`config.mk`:
```
export PLATFORM = sky130hd
export DESIGN_NAME = seg_data_src_flat
export DESIGN_NICKNAME = d
export VERILOG_FILES = /design/src/rtl/seg_data_src_pkg.sv /design/src/rtl/seg_data_src_if.sv /design/src/rtl/seg_data_src_key_filter.sv /design/src/rtl/seg_data_src.sv /design/src/flat_wrapper.sv
export SDC_FILE = /design/constraint.sdc
export NUM_CORES = 1
export LEC_CHECK = 0
export CORE_UTILIZATION = 40
export DETAILED_ROUTE_END_ITERATION = 8
export SYNTH_ARGS = -nofsm -noshare
export SYNTH_HDL_FRONTEND = slang
export SYNTH_SLANG_ARGS = --single-unit
```
`constraint.sdc`:
```
create_clock -name sys_clk -period 7.25 [get_ports sys_clk]
set_input_delay 0.725 -clock sys_clk [delete_from_list [all_inputs] [get_ports sys_clk]]
set_output_delay 0.725 -clock sys_clk [all_outputs]
set_load 0.01 [all_outputs]
```
`src/rtl/seg_data_src_pkg.sv`:
```
// Widths and defaults shared between the value source and the dynamic display stage.
package seg_data_src_pkg;

  localparam int DATA_W  = 20;
  localparam int POINT_W = 6;

  typedef logic [DATA_W-1:0]  data_t;
  typedef logic [POINT_W-1:0] point_t;

  localparam data_t DATA_MAX_DEF = 20'd99_999;

endpackage

```
`src/rtl/seg_data_src_if.sv`:
```
// Display bus from the value source (master) to the dynamic display stage (slave).
interface seg_data_src_if;
  import seg_data_src_pkg::*;

  data_t  data;
  point_t point;
  logic   sign;
  logic   seg_en;

  modport master (output data, output point, output sign, output seg_en);
  modport slave  (input  data, input  point, input  sign, input  seg_en);

endinterface

```
`src/rtl/seg_data_src_key_filter.sv`:
```
// Push-button conditioning: 2-flop synchronizer, stable-low debounce and press pulse.
// Auto-repeat counters exist only when SEG_KEY_REPEAT_EN is defined.
module key_filter #(
  parameter logic [19:0] CNT_MAX = 20'd999_999,
  parameter logic [24:0] REP_DLY = 25'd24_999_999,
  parameter logic [22:0] REP_PER = 23'd4_999_999
) (
  input  logic clk,
  input  logic rst_n,
  input  logic key_i,
  output logic press_o
);

  logic [1:0]  sync_q;
  logic        key_s;
  logic [19:0] cnt_q, cnt_d;
  logic        held_q, held_d;
  logic        first_pulse;

  assign key_s = sync_q[1];

  always_ff @(posedge clk or negedge rst_n) begin
    if (!rst_n) begin
      sync_q <= 2'b11;
    end else begin
      sync_q <= {sync_q[0], key_i};
    end
  end

  // held_q marks a press already reported; only a high sample re-arms the filter.
  assign first_pulse = !key_s && !held_q && (cnt_q == CNT_MAX);

  always_comb begin
    cnt_d  = cnt_q;
    held_d = held_q;
    if (key_s) begin
      cnt_d  = '0;
      held_d = 1'b0;
    end else if (!held_q) begin
      if (cnt_q == CNT_MAX) begin
        held_d = 1'b1;
      end else begin
        cnt_d = cnt_q + 20'd1;
      end
    end
  end

  always_ff @(posedge clk or negedge rst_n) begin
    if (!rst_n) begin
      cnt_q  <= '0;
      held_q <= 1'b0;
    end else begin
      cnt_q  <= cnt_d;
      held_q <= held_d;
    end
  end

`ifdef SEG_KEY_REPEAT_EN
  localparam logic [0:0] PH_DELAY  = 1'b0;
  localparam logic [0:0] PH_PERIOD = 1'b1;

  logic [24:0] rep_cnt_q, rep_cnt_d;
  logic [24:0] rep_lim;
  logic [0:0]  ph_q, ph_d;
  logic        rep_pulse;

  assign rep_lim   = (ph_q == PH_DELAY) ? REP_DLY : {2'b00, REP_PER};
  assign rep_pulse = !key_s && held_q && (rep_cnt_q == rep_lim);

  // The long initial delay applies once per hold, then the short period repeats.
  always_comb begin
    rep_cnt_d = rep_cnt_q;
    ph_d      = ph_q;
    if (key_s || !held_q) begin
      rep_cnt_d = '0;
      ph_d      = PH_DELAY;
    end else if (rep_pulse) begin
      rep_cnt_d = '0;
      ph_d      = PH_PERIOD;
    end else begin
      rep_cnt_d = rep_cnt_q + 25'd1;
    end
  end

  always_ff @(posedge clk or negedge rst_n) begin
    if (!rst_n) begin
      rep_cnt_q <= '0;
      ph_q      <= PH_DELAY;
    end else begin
      rep_cnt_q <= rep_cnt_d;
      ph_q      <= ph_d;
    end
  end

  assign press_o = first_pulse | rep_pulse;
`else
  assign press_o = first_pulse;
`endif

endmodule

```
`src/rtl/seg_data_src.sv`:
```
// Up/down sign+magnitude value source for the 6-digit display, saturating at +/-DATA_MAX.
// Optional auto-repeat on held keys is enabled by defining SEG_KEY_REPEAT_EN.
module seg_data_src
  import seg_data_src_pkg::*;
#(
  parameter logic [19:0] CNT_20MS = 20'd999_999,
  parameter logic [24:0] REP_DLY  = 25'd24_999_999,
  parameter logic [22:0] REP_PER  = 23'd4_999_999,
  parameter data_t       DATA_MAX = DATA_MAX_DEF
) (
  input  logic                  sys_clk,
  input  logic                  sys_rst_n,
  input  logic                  key_up,
  input  logic                  key_down,
  seg_data_src_if.master        disp
);

  logic  up_p, dn_p;
  data_t mag_q, mag_d;
  logic  sign_q, sign_d;
  logic  seg_en_q;

  key_filter #(
    .CNT_MAX (CNT_20MS),
    .REP_DLY (REP_DLY),
    .REP_PER (REP_PER)
  ) u_key_up (
    .clk     (sys_clk),
    .rst_n   (sys_rst_n),
    .key_i   (key_up),
    .press_o (up_p)
  );

  key_filter #(
    .CNT_MAX (CNT_20MS),
    .REP_DLY (REP_DLY),
    .REP_PER (REP_PER)
  ) u_key_down (
    .clk     (sys_clk),
    .rst_n   (sys_rst_n),
    .key_i   (key_down),
    .press_o (dn_p)
  );

  // Stepping is done on the magnitude so zero never carries a negative sign.
  always_comb begin
    mag_d  = mag_q;
    sign_d = sign_q;
    if (up_p && !dn_p) begin
      if (!sign_q) begin
        if (mag_q < DATA_MAX) mag_d = mag_q + data_t'(1);
      end else begin
        mag_d = mag_q - data_t'(1);
        if (mag_q == data_t'(1)) sign_d = 1'b0;
      end
    end else if (dn_p && !up_p) begin
      if (sign_q) begin
        if (mag_q < DATA_MAX) mag_d = mag_q + data_t'(1);
      end else if (mag_q != '0) begin
        mag_d = mag_q - data_t'(1);
      end else if (DATA_MAX != '0) begin
        mag_d  = data_t'(1);
        sign_d = 1'b1;
      end
    end
  end

  always_ff @(posedge sys_clk or negedge sys_rst_n) begin
    if (!sys_rst_n) begin
      mag_q    <= '0;
      sign_q   <= 1'b0;
      seg_en_q <= 1'b0;
    end else begin
      mag_q    <= mag_d;
      sign_q   <= sign_d;
      seg_en_q <= 1'b1;
    end
  end

  assign disp.data   = mag_q;
  assign disp.point  = '0;
  assign disp.sign   = sign_q;
  assign disp.seg_en = seg_en_q;

endmodule

```
`src/flat_wrapper.sv`:
```
// flat-port wrapper written by rule: the top's interface ports become plain ports
module seg_data_src_flat import seg_data_src_pkg::*;
#(
  parameter logic [19:0] CNT_20MS = 20'd999_999,
  parameter logic [24:0] REP_DLY  = 25'd24_999_999,
  parameter logic [22:0] REP_PER  = 23'd4_999_999,
  parameter data_t       DATA_MAX = DATA_MAX_DEF
)
  (sys_clk, sys_rst_n, key_up, key_down, disp_data, disp_point, disp_sign, disp_seg_en);
  seg_data_src_if disp_i ();
  input  logic sys_clk;
  input  logic sys_rst_n;
  input  logic key_up;
  input  logic key_down;
  output wire logic [$bits(disp_i.data)-1:0] disp_data;
  output wire logic [$bits(disp_i.point)-1:0] disp_point;
  output wire logic [$bits(disp_i.sign)-1:0] disp_sign;
  output wire logic [$bits(disp_i.seg_en)-1:0] disp_seg_en;
  assign disp_data = disp_i.data;
  assign disp_point = disp_i.point;
  assign disp_sign = disp_i.sign;
  assign disp_seg_en = disp_i.seg_en;
  seg_data_src #(.CNT_20MS(CNT_20MS), .REP_DLY(REP_DLY), .REP_PER(REP_PER), .DATA_MAX(DATA_MAX)) u_core (.sys_clk(sys_clk), .sys_rst_n(sys_rst_n), .key_up(key_up), .key_down(key_down), .disp(disp_i));
endmodule
```
# After elaboration in Yosys (flattened, before gate mapping)
# Cells that the tools add are included.
# op_classes
mux,24
n_reduce_logical,16
eq_ne,7
addsub,4
order_cmp,1
# ops
op,n
20-bit 2-to-1 mux,12
"20-bit by 1-bit adder with 20-bit output, second input constant",3
"20-bit == test, second input constant",2
"20-bit by 1-bit == test with 1-bit output, second input constant",1
"20-bit by 17-bit < comparator with 1-bit output, second input constant",1
20-bit nonzero test,1
"20-bit by 1-bit subtractor with 20-bit output, second input constant",1
1-bit 2-to-1 mux,12
"2-bit != test, second input constant",4
1-bit logical AND,6
1-bit logical NOT,6
2-bit AND reduction,2
2-bit nonzero test,1
# totals
wordCells,61
input_bits,4
reg_bits,68
output_inout_bits,28

# Longest topological paths before layout
# depth
depth_word,7
mapped_depth,13
mapped_depth_nobuf,10

# Hierarchy
# Synthesis repeated with hierarchy kept, for this count alone.
# hier_totals
cells_unflattened,529
hier_area_um2,4541.9
# by_module_without_submodules
mod,seq_area_each_um2,instances,cells_per_inst,area_each_um2
key_filter,578.1,2,131,1257.5
seg_data_src,550.5,1,267,2026.9

# Worst setup path after synthesis
# Ideal clock, no wire load.
# synth_path
path_kind,register to register
startpoint,register u_core.u_key_up.cnt_q[6]
endpoint,register u_core.mag_q[11] (netlist: u_core.disp.data[11])
setup_ps,87
t_required_ps,7163
stages_incl_launch_ff,11
n_path_buf,2
path_slack_ps,3818
arrival_ps,3345
synth_period_minus_slack_ps,3432
path_cell_list,dfrtp_1 -> or4_1 -> or4_1 -> buf_2 -> nor3_1 -> ha_1 -> buf_2 -> xor2_1 -> nand2_1 -> or4_1 -> a22oi_1
# synth_between
elab_chain_len,5
elab_cells_between_ends,7
classes_between,eq/ne: 1; mux: 1; reduce/logical: 5
# synth_lines
item,line_no,rtl
start: declaration,seg_data_src_key_filter.sv:16,"logic [19:0] cnt_q, cnt_d;"
start signal: assignment,seg_data_src_key_filter.sv:53,cnt_q <= cnt_d;
20-bit == test (*),seg_data_src_key_filter.sv:31,assign first_pulse = !key_s && !held_q && (cnt_q == CNT_MAX);
1-bit logical AND (*),seg_data_src_key_filter.sv:31,
1-bit logical NOT,seg_data_src.sv:56,end else if (dn_p && !up_p) begin
1-bit logical AND,seg_data_src.sv:56,
2-bit nonzero test (no source line),--,
end signal: assignment,seg_data_src.sv:74,mag_q <= mag_d;
end: declaration,seg_data_src.sv:19,"data_t mag_q, mag_d;"
# Mark *: on every way between the ends. The rest lies on a longest branch, timed or not.
# A chain may end at the register's enable or synchronous reset.

# Worst setup path after layout
# layout_path
startpoint,register u_core.u_key_up.sync_q[1]
endpoint,register u_core.mag_q[11] (netlist: u_core.disp.data[11])
# layout_between
elab_chain_len,6
elab_cells_between_ends,8
classes_between,mux: 1; reduce/logical: 7
# layout_lines
item,line_no,rtl
start: declaration,seg_data_src_key_filter.sv:14,logic [1:0] sync_q;
start signal: assignment,seg_data_src_key_filter.sv:26,"sync_q <= {sync_q[0], key_i};"
1-bit logical NOT (*),seg_data_src_key_filter.sv:31,
1-bit logical AND (*) (2 in a row),seg_data_src_key_filter.sv:31,
1-bit logical NOT,seg_data_src.sv:56,
1-bit logical AND,seg_data_src.sv:56,
2-bit nonzero test (no source line),--,
# Marks and branches as above.

==> impl_metrics.yaml <==
outcome:
  outcome: "finished, final reports clean"
logic_synthesis:
  yosys-top-cells-count: "dfrtp_1, a21oi_1, nand2_1, nor2_1, o21ai_0"
  synth.distinct_cells: 76
  synth_top_area_share_pct: 35.4
  async_flop_share_pct: 100
  yosys_register_bits: 68
  synthFlopType: "dfrtp_1"
  yosysMostFrequentCell: "dfrtp_1"
  synth.yosys.seq_area_share_pct: 37.7
  synth_enable_flop_cells: 0
  ys.warnings.count: 0
  synth_area_um2: 4520
  syn_inst: 521
  post-synth-top-area-cell: "dfrtp_1"
  synth_area_leaders: "dfrtp_1, a21oi_1, or3_1"
  postSynthAreaPerCell_um2: 8.68
floorplanning:
  die_w_um: 108
  rows: 38
  dieArea_um2: 11700
  initial_core_util_pct: 41.4
  design.core.area_um2: 10900
  num_io_pins: 32
  die_h_um: 108
grt:
  grt_max_degree: 69
  grt_first_pass_wirelength_mm: 19.6
  grt-busiest-layer: "met2"
  antenna_found_initial: 0
  grtUsageMet3_pct: 5.18
  grt-ovfl-total: 0
  grt_pass1_vias: 3923
  grt_usage_pct: 21.9
  met2_usage_pct: 33.8
  grt_use_met1_pct: 28.9
placed_design:
  portBuffers: 25
  place_congestion: 0.847
  place_inst: 654
  place_hpwl_mm: 8.04
timing:
  period_share_pct: 58.3
  finalHoldViolCount: 0
  finalSetupViolCount: 0
  drv_slew: 0
  tightest_slew_ps: 1230
  skew_ps: 13.8
  maxSlewHeadroom_pct: 18.0
  period_minus_slack_ps: 4230
  fmax_mhz: 236
  grt_setup_unrepaired: "false"
  tns_ps: 0
hold_path:
  hold_path.class: "flop to flop"
  hp-start: "u_core.u_key_up.sync_q[0]"
  worstHoldPathCells: 0
  holdPathEnd: "u_core.u_key_up.sync_q[1]"
final_layout:
  fillers: 1062
  syn_to_final_growth_pct: 12.8
  final_cells: 670
  layout-drive-gt1-share_pct: 8.30
  antennaDiodeCount: 0
  final_net_count: 536
worst_setup_path:
  crit_type: "flop to flop"
  worst-path-max-fanout: 24
  cp.required_ps: 7520
  endpoint_kind: "flop"
  arrival_ps: 4500
  reg2reg_setup_slack_ps: 3020
  reg2regPathDepth: 10
  r2r-end: "u_core.disp.data[11]"
  cp-start-kind: "flop"
  rr_startpoint: "u_core.u_key_up.sync_q[1]"
cts:
  cts.sinks: 68
  cts_tree: "done"
  numCtsBuffers: 9
  cts_root_buf: "clkbuf_16"
  cts_max_level: 3
  ctsResizeCount: 0
  holdBufCountCts: 0
  clk_pin_slew_ps: 70
  postCtsSetupRepairBufs: 0
  cts.path.max_buffers: 2
  clock_latency_ps: 350
route:
  vias: 4184
  firstDrtPassIters: 6
  antenna_left: 0
  wl_mm: 11.9
  avgRoutedWirePerCell_um: 17.8
  drt-initial-drc-count: 275
  vias_per_cell: 6.24
  route.detailed.drc: 0
power:
  pwr_density_cell_nw_per_um2: 176
  ir_worst_vdd_v: 0.000105
  power_leakage_nw: 1.99
flow_run:
  cap_violations: 0
[flip-flops by register name, indices dropped and copies added, names as in the netlist]
name,flops
u_core.u_key_down.sync_q,2
u_core.u_key_up.cnt_q,20
u_core.u_key_up.held_q,1
u_core.u_key_down.held_q,1
u_core.disp.data,20
u_core.u_key_down.cnt_q,20
u_core.disp.seg_en,1
u_core.u_key_up.sync_q,2
u_core.disp.sign,1
[routing by layer]
metal,share of wire [%],vias up
met5,0,-
met4,2.2,0
met3,5.3,26
met2,47,130
met1,46,2053
li1,-,1975
[report_power, final]
part / switching, mW / internal (mW)
clock: 0.185 / 0.304
combinational: 0.0126 / 0.00580
sequential: 0.00708 / 0.385
total: 0.205 / 0.694
[cells by family after synthesis]
group                    share of synthesized area, %
buffers and inverters                            5.86
AND/OR/NAND/NOR                                  27.3
AO/OA/AOI/OAI                                    23.0
adder cells (fa/ha/maj)                          1.94
multiplexers                                    0.719
XOR/XNOR                                         3.29
flip-flops                                       37.7
other                                           0.166
[stage by stage]
stage	area (um2)	worst slack (ps)	utilization, %	hold slack [ps]	power [mW]
2_1_floorplan	4540	3820	-	345	0.407
3_3_place_gp	4780	3290	43.7	347	0.417
3_5_place_dp	4780	3110	43.7	351	0.418
4_1_cts	5100	3100	46.7	358	0.912
5_1_grt	5100	2780	46.7	366	0.928
6_report	5100	3020	46.7	356	0.899
[critical path, cell delays in order, from the launching register on]
cell and delay [ps]:
dfstp_2 500, or4_1 590, or4_1 580, nor3_1 300, ha_1 510, inv_1 420, nand2_1 200, a31oi_1 470
buf_4 290, a31oi_1 100, a22oi_1 180
[how the worst max path moves through the flow]
stage,start,to,depth (start not counted)
2_1_floorplan,u_core.u_key_up.cnt_q[6],u_core.disp.data[11],10
3_3_place_gp,u_core.u_key_up.sync_q[1],u_core.disp.data[11],10
3_5_place_dp,u_core.u_key_up.sync_q[1],u_core.disp.data[11],10
4_1_cts,u_core.u_key_up.sync_q[1],u_core.disp.data[11],10
5_1_grt,u_core.u_key_up.sync_q[1],u_core.disp.data[11],10
6_report,u_core.u_key_up.sync_q[1],u_core.disp.data[11],10
[placed cells by master, fill, tap and decap left out, types with 3 or more instances in the layout]
cell,n
a22oi_1,3
o2111ai_1,6
a211oi_1,4
o221ai_1,4
nand2b_1,8
and3_1,8
dfrtp_1,64
nand4b_1,3
a31oi_1,9
o21a_1,3
nand3_1,24
nor2_1,32
a21oi_1,39
and4_1,5
o211ai_1,9
nand4_1,12
inv_1,16
or4_1,11
o31ai_1,7
clkbuf_16,9
nor2b_1,4
o21ai_0,28
xor2_1,10
conb_1,7
buf_4,3
nor4_1,10
ha_1,7
xnor2_1,7
dfstp_2,4
nand2_1,36
and2_1,8
or3_1,24
a2bb2oi_1,3
clkdlybuf4s50_1,24
nor3_1,16
[area by class of cell]
class / count / area [um2] / area share, %
Sequential cell: 68 / 1710 / 33.4
Clock buffer: 9 / 225 / 4.41
Clock inverter: 7 / 98.8 / 1.94
Inverter: 16 / 60.1 / 1.18
Multi-Input combinational cell: 402 / 2570 / 50.4
Tap cell: 140 / 175 / 3.43
Timing Repair Buffer: 28 / 268 / 5.25
Power figures use the tool's default switching activity.
